--- src/rtl/alu_pkg.sv ---
// ----------------------------------------------------------------------------
// alu_pkg
//   Shared definitions for the 32-bit ripple ALU bit slices.
//   - ALU_* : 3-bit opcodes {Op2,Op1,Op0}
//   - SEL_* : 2-bit result-select codes {Op1,Op0}
//   - slice_out_t : bundled slice outputs {ri, cout, set, vout}
//   - maj3() : majority function used for the adder carry-out
// ----------------------------------------------------------------------------
package alu_pkg;

  localparam logic [2:0] ALU_AND = 3'b000;
  localparam logic [2:0] ALU_OR  = 3'b001;
  localparam logic [2:0] ALU_ADD = 3'b010;
  localparam logic [2:0] ALU_SUB = 3'b110;
  localparam logic [2:0] ALU_SLT = 3'b111;

  localparam logic [1:0] SEL_AND  = 2'b00;
  localparam logic [1:0] SEL_OR   = 2'b01;
  localparam logic [1:0] SEL_SUM  = 2'b10;
  localparam logic [1:0] SEL_LESS = 2'b11;

  typedef struct packed {
    logic ri;
    logic cout;
    logic set;
    logic vout;
  } slice_out_t;

  function automatic logic maj3(input logic a, input logic b, input logic c);
    return (a & b) | (a & c) | (b & c);
  endfunction

endpackage

--- src/rtl/full_adder_1b.sv ---
// ----------------------------------------------------------------------------
// full_adder_1b
//   One-bit full adder shared by every ALU bit slice.
//   Ports: a, b, cin (inputs); sum, cout (outputs). Purely combinational.
// ----------------------------------------------------------------------------
module full_adder_1b
  import alu_pkg::*;
(
  input  logic a,
  input  logic b,
  input  logic cin,
  output logic sum,
  output logic cout
);

  assign sum  = a ^ b ^ cin;
  assign cout = maj3(a, b, cin);

endmodule

--- src/rtl/msb.sv ---
// ----------------------------------------------------------------------------
// msb
//   Most-significant-bit slice (bit 31) of the 32-bit ripple ALU. Performs the
//   same AND/OR/ADD/SLT function as an ordinary slice and additionally
//   produces Set (routed to bit-0 Less for SLT) and Vout (signed overflow).
//
//   Parameter REG_OUT: 1 = outputs registered (1-cycle latency, async reset);
//                      0 = outputs combinational, clk/rst_n unused.
//   Optional macro SLT_OVF_CORRECT_EN: when defined, Set = sum ^ Vout so SLT
//   stays correct when the subtraction overflows; otherwise Set = sum.
//
//   Ports:
//     clk, rst_n      clock (rising edge), asynchronous active-low reset
//     Ai, Bi          operand bits 31
//     Cin             carry in from bit 30
//     Less            SLT input (tied 0 at the MSB in the top level)
//     Op2             B invert
//     Op1, Op0        result select
//     Ri              result bit 31
//     Cout            adder carry out
//     Set             signed less-than flag
//     Vout            signed overflow
// ----------------------------------------------------------------------------
module msb
  import alu_pkg::*;
#(
  parameter bit REG_OUT = 1'b1
) (
  input  logic clk,
  input  logic rst_n,
  input  logic Ai,
  input  logic Bi,
  input  logic Cin,
  input  logic Less,
  input  logic Op2,
  input  logic Op1,
  input  logic Op0,
  output logic Ri,
  output logic Cout,
  output logic Set,
  output logic Vout
);

  logic       b_inv;
  logic       sum;
  logic       carry;
  slice_out_t out_d;
  slice_out_t out_res;

  // B is inverted ahead of both the logic functions and the adder, which is
  // what turns ADD into SUB and AND/OR into A&~B / A|~B.
  assign b_inv = Bi ^ Op2;

  full_adder_1b u_fa (
    .a    (Ai),
    .b    (b_inv),
    .cin  (Cin),
    .sum  (sum),
    .cout (carry)
  );

  always_comb begin
    // NOTE: every always_comb output gets a default first so no path can
    // leave it unassigned and infer a latch.
    out_d = '0;
    unique case ({Op1, Op0})
      SEL_AND:  out_d.ri = Ai & b_inv;
      SEL_OR:   out_d.ri = Ai | b_inv;
      SEL_SUM:  out_d.ri = sum;
      SEL_LESS: out_d.ri = Less;
      default:  out_d.ri = 1'bx;
    endcase
    out_d.cout = carry;
    // Signed overflow at the MSB: carry into the sign bit differs from carry out.
    out_d.vout = Cin ^ carry;
`ifdef SLT_OVF_CORRECT_EN
    // On overflow the sign bit of the difference is inverted, so flip it back.
    out_d.set = sum ^ out_d.vout;
`else
    out_d.set = sum;
`endif
  end

  if (REG_OUT) begin : g_reg
    slice_out_t out_q;

    // NOTE: sequential state is updated with non-blocking assignments so all
    // flops sample their inputs at the same edge regardless of block order.
    always_ff @(posedge clk or negedge rst_n) begin
      if (!rst_n) begin
        out_q <= '0;
      end else begin
        out_q <= out_d;
      end
    end

    assign out_res = out_q;
  end else begin : g_comb
    assign out_res = out_d;
  end

  assign Ri   = out_res.ri;
  assign Cout = out_res.cout;
  assign Set  = out_res.set;
  assign Vout = out_res.vout;

endmodule

--- config.mk ---
export PLATFORM = sky130hd
export DESIGN_NAME = msb
export DESIGN_NICKNAME = d
export VERILOG_FILES = /design/src/rtl/alu_pkg.sv /design/src/rtl/full_adder_1b.sv /design/src/rtl/msb.sv
export SDC_FILE = /design/constraint.sdc
export NUM_CORES = 1
export LEC_CHECK = 0
export ABC_CLOCK_PERIOD_IN_PS = 800
export CAP_MARGIN = 20
export CORE_AREA = 2 2 39 41
export CTS_BUF_LIST = sky130_fd_sc_hd__clkbuf_16
export CTS_CLUSTER_SIZE = 12
export DETAILED_ROUTE_END_ITERATION = 6
export DIE_AREA = 0 0 41 43
export SLEW_MARGIN = 20
export SYNTH_ARGS = -nofsm -noshare
export SYNTH_HDL_FRONTEND = slang
export SYNTH_SLANG_ARGS = --single-unit
--- constraint.sdc ---
create_clock -name clk -period 0.8 [get_ports clk]
set_input_delay 0.2 -clock clk [delete_from_list [all_inputs] [get_ports clk]]
set_output_delay 0.2 -clock clk [all_outputs]
set_load 0.005 [all_outputs]
; ---- Word-level counts from Yosys, hierarchy flattened
; Index checks and enable logic that the tools add are counted.
[op_classes]
add_sub_neg = 0
reduce_logical = 1
magnitude_cmp = 0
bitwise = 10
shift = 0
n_eq_ne = 3
mul = 0
mux = 1
div = 0
[op_table]
columns = cell, n
row1 = $eq 2x2->1 const B, 2
row2 = $pmux 1 s4, 1
row3 = $xor 1x1->1, 4
row4 = $and 1x1->1, 3
row5 = $or 1x1->1, 3
row6 = $eq 2x1->1 const B, 1
row7 = $logic_not 2->1, 1
[word_totals]
ram_bits = 0
reg_bits = 4
wordCells = 19
latchBits = 0
romBits = 0
memories = 0

; ---- Logic depth before layout (Yosys ltp)
; Gate-level depths: netlist of run 1.
[depth]
word_depth = 5
depth_mapped = 5

; ---- By module
; From an unflattened synthesis of run 1, not the netlist that was laid out.
[unflattened]
cells_unflattened = 12
area_unflattened_um2 = 167.7
[modules_own_cells]
columns = module, area_per_inst_um2, n_inst, cells_each
row1 = msb, 147.6, 1, 11
row2 = full_adder_1b, 20.0, 1, 1

; ---- Worst setup path before layout of run 1
; OpenSTA, ideal clock, no wires.
[synth_timing]
path_type = input to register
from = in Op2
to = reg g_reg.out_q (netlist bit Ri)
required_time_ps = 661
arrival_time_ps = 1379
slack_ps = -718
setup_ps = 139
path_stages = 5
cell_sequence = xor2_1 -> inv_1 -> fa_1 -> inv_1 -> mux4_2
[synth_rtl]
columns = item, line
row1 = "start, declared", msb.sv:35  ; input logic Op2,
row2 = "end signal, assigned", msb.sv:93  ; out_q <= out_d;
row3 = "end, declared", msb.sv:85  ; slice_out_t out_q;

==> impl_results.md, run 1 <==
* Outcome: complete, but fails checks
* Failing checks: setup timing
* Met3 wire length at 75 um
* Fin cells at 53
* Fin worst setup slack at -0.598 ns
* Number of diodes at 0
* Post-Syn Instances at 16
* Commonest cells after routing, fill and taps aside: buf_4, dfrtp_1, clkdlybuf4s50_1, buf_2
* Yosys reg bits at 4
* GPL Wtd Cong at about 0.73
* Data arrival time of the worst path at 1.49 ns
* DP Worst Slack at -1.26 ns
* Root buffer cell: clkbuf_16
* Overflow after GRT at 0
* Port buffer count at 12
* Placed cell count at slightly below 50
* Mapped Nets at 28
* Largest net degree at the start of global routing at 5
* Starting DRT DRC Count at 0
* Netlist cell types at 7
* Starting Density at 15.0%
* Via count at 177
* Ratio of cells with drive above 1 in the final layout at 56.8%
* Hold Path Class: in2async
* Crit path kind: in2reg
* Critical path buffer and inverter count at 3
* CTS Buf Count at 3
* Synthesized cell area at 208 um^2
* DR top layer: met4
* Layout Area Growth over Synthesis at 125%
* DRC Markers at 0
* Detailed Place HPWL at between 300 and 400 um
* Sequential area share after synthesis at about half
* Hold Vio Cnt, Final at 0
* Startpoint Class: primary input
* Die footprint at between 1500 and 2000 um^2
* WL final at between 400 and 500 um
* Commonest non-fill, non-tap cell in the layout: buf_4
* Met2 wire length at between 150 and 200 um
* Synth Warn # at 0
* Fill cells at around 150
* RSZ-0062 raised after global routing: yes
* Worst-path cell chain: buf_8, xor2_4, inv_2, fa_1, inv_2, mux4_2
* Met1 wire length at about 170 um
* Via density at approximately 3.3
* Gr usage total at 7.47%
* Avg WL per Cell at slightly below 9 um
* Worst Path Required at between 0.8 and 0.9 ns
* Post-route ant nets at 0
* Slowest stage delay, CP at 0.49 ns
* CP dominant cell by count: inv_2
* IO Pins at 13
* CP endpoint kind: flop
* Final nets at 51
* Largest delay share family, worst path: adder cells
* Worst slew pin tran at ~0.18 ns
* FF/Latch Area at 100 um^2
* CTS tree: yes
* Die Wd at slightly above 40 um
* Final Max Tran Viols at 0
* Vias in the first global route at 180
* Clk sink count at 4
* Global-route wire length before repair at about 670 um
* Hold Slack at between 0.15 and 0.2 ns
* Pwr Total at ~1200 uW
* H-tree levels at 1
* Slowest-stage cell, CP: fa_1
* Syn avg cell area at between 10 and 15 um^2
* Area of the multi-input gates at between 100 and 150 um^2
* CORE AREA at about 1400 um^2
* Max_slew headroom at approximately nine tenths
* Crit path time final at approximately 1.4 ns
* # setup viols final at 8
* Reg clk slew, reported paths at approximately 0.030 ns
* Initial antenna violation count at 0
* Maximum fanout along the worst path at 2
* FMAX at 715 MHz
* Final period util at 175%
* Die Height at between 40 and 50 um
* Detailed Routing Iterations Pass 1 at 1
* Max-Cap Viols at 0
* Cell Rows at 14
* Worst ir drop on vdd at between 900 and 1000 uV
* Clk buf depth at 2
* Power density over cell area at 2570 nW/um^2
* P_leak at around 0.00023 uW
metal layers:
metal  up-vias  track usage [%]
met5         -                0
met4         0             12.0
met3         4             6.81
met2        15             7.19
met1        72             6.56
li1         86                -
logic make-up (layout without fill, tap and decap cells):
| group | count (synthesis) | in the layout | synth area share [%] |
|---|---|---|---|
| buf+inv | 6 | 27 | 10.8 |
| flops | 4 | 4 | 48.2 |
| fa+ha+maj | 3 | 3 | 21.7 |
| xor+xnor | 2 | 2 | 8.44 |
| mux | 1 | 1 | 10.8 |
synthesized netlist by cell type, drive strengths merged:
cell / number / area, um^2
inv: 6 / 22.5
dfrtp: 4 / 100
ha: 2 / 25.0
fa: 1 / 20.0
mux4: 1 / 22.5
xnor2: 1 / 8.76
xor2: 1 / 8.76
through the flow:
stage	setup TNS (ns)	utilization [%]	cell area, um^2
floorplan	-1.31	-	215
global placement	-4.21	28.4	393
detailed placement	-4.29	28.4	393
CTS	-1.40	32.5	450
global route	-1.50	33.7	467
finish	-1.23	33.7	467
state kept, by name, summed over array words and instances (netlist names):
name and flops:
Cout 1, Vout 1, Set 1, Ri 1
worst max path at each step:
| stage | start | to | slack [ns] | depth (start not counted) |
|---|---|---|---|---|
| after CTS | Bi | Ri | -0.64 | 6 |
| after global routing | Op2 | Ri | -0.65 | 6 |
| final | Op2 | Ri | -0.60 | 6 |
| after floorplan | Op2 | Ri | -0.69 | 5 |
| after detailed placement | Bi | Ri | -1.26 | 6 |
| after global placement | Bi | Ri | -1.24 | 6 |
power by group:
group          internal (uW)  switching, uW
Combinational            117           69.6
Sequential               234           5.26
Clock                    638            134
layout make-up:
class	count	share of cell area [%]
sequential	4	21.4
multi-input combinational	6	22.3
clock buffer	3	16.1
tap	16	4.29
inverter	6	4.83
timing repair buffer	18	31.1
timing repair:
| item | 4_1_cts | 5_1_grt |
|---|---|---|
| hold buffers | 0 | 0 |
| pin swaps | 2 | 2 |
| gates resized for setup | 30 | 5 |
| buffers inserted | 1 | 0 |
| setup endpoints to repair | 8 | 8 |
Power figures use the tool's default switching activity.
==> run 2, diff against run 1 <==
Settings changed: HOLD_SLACK_MARGIN from default to 0.08.
==> results of run 2 <==
The final DEF is identical to that of run 1; final timing and power are the same.
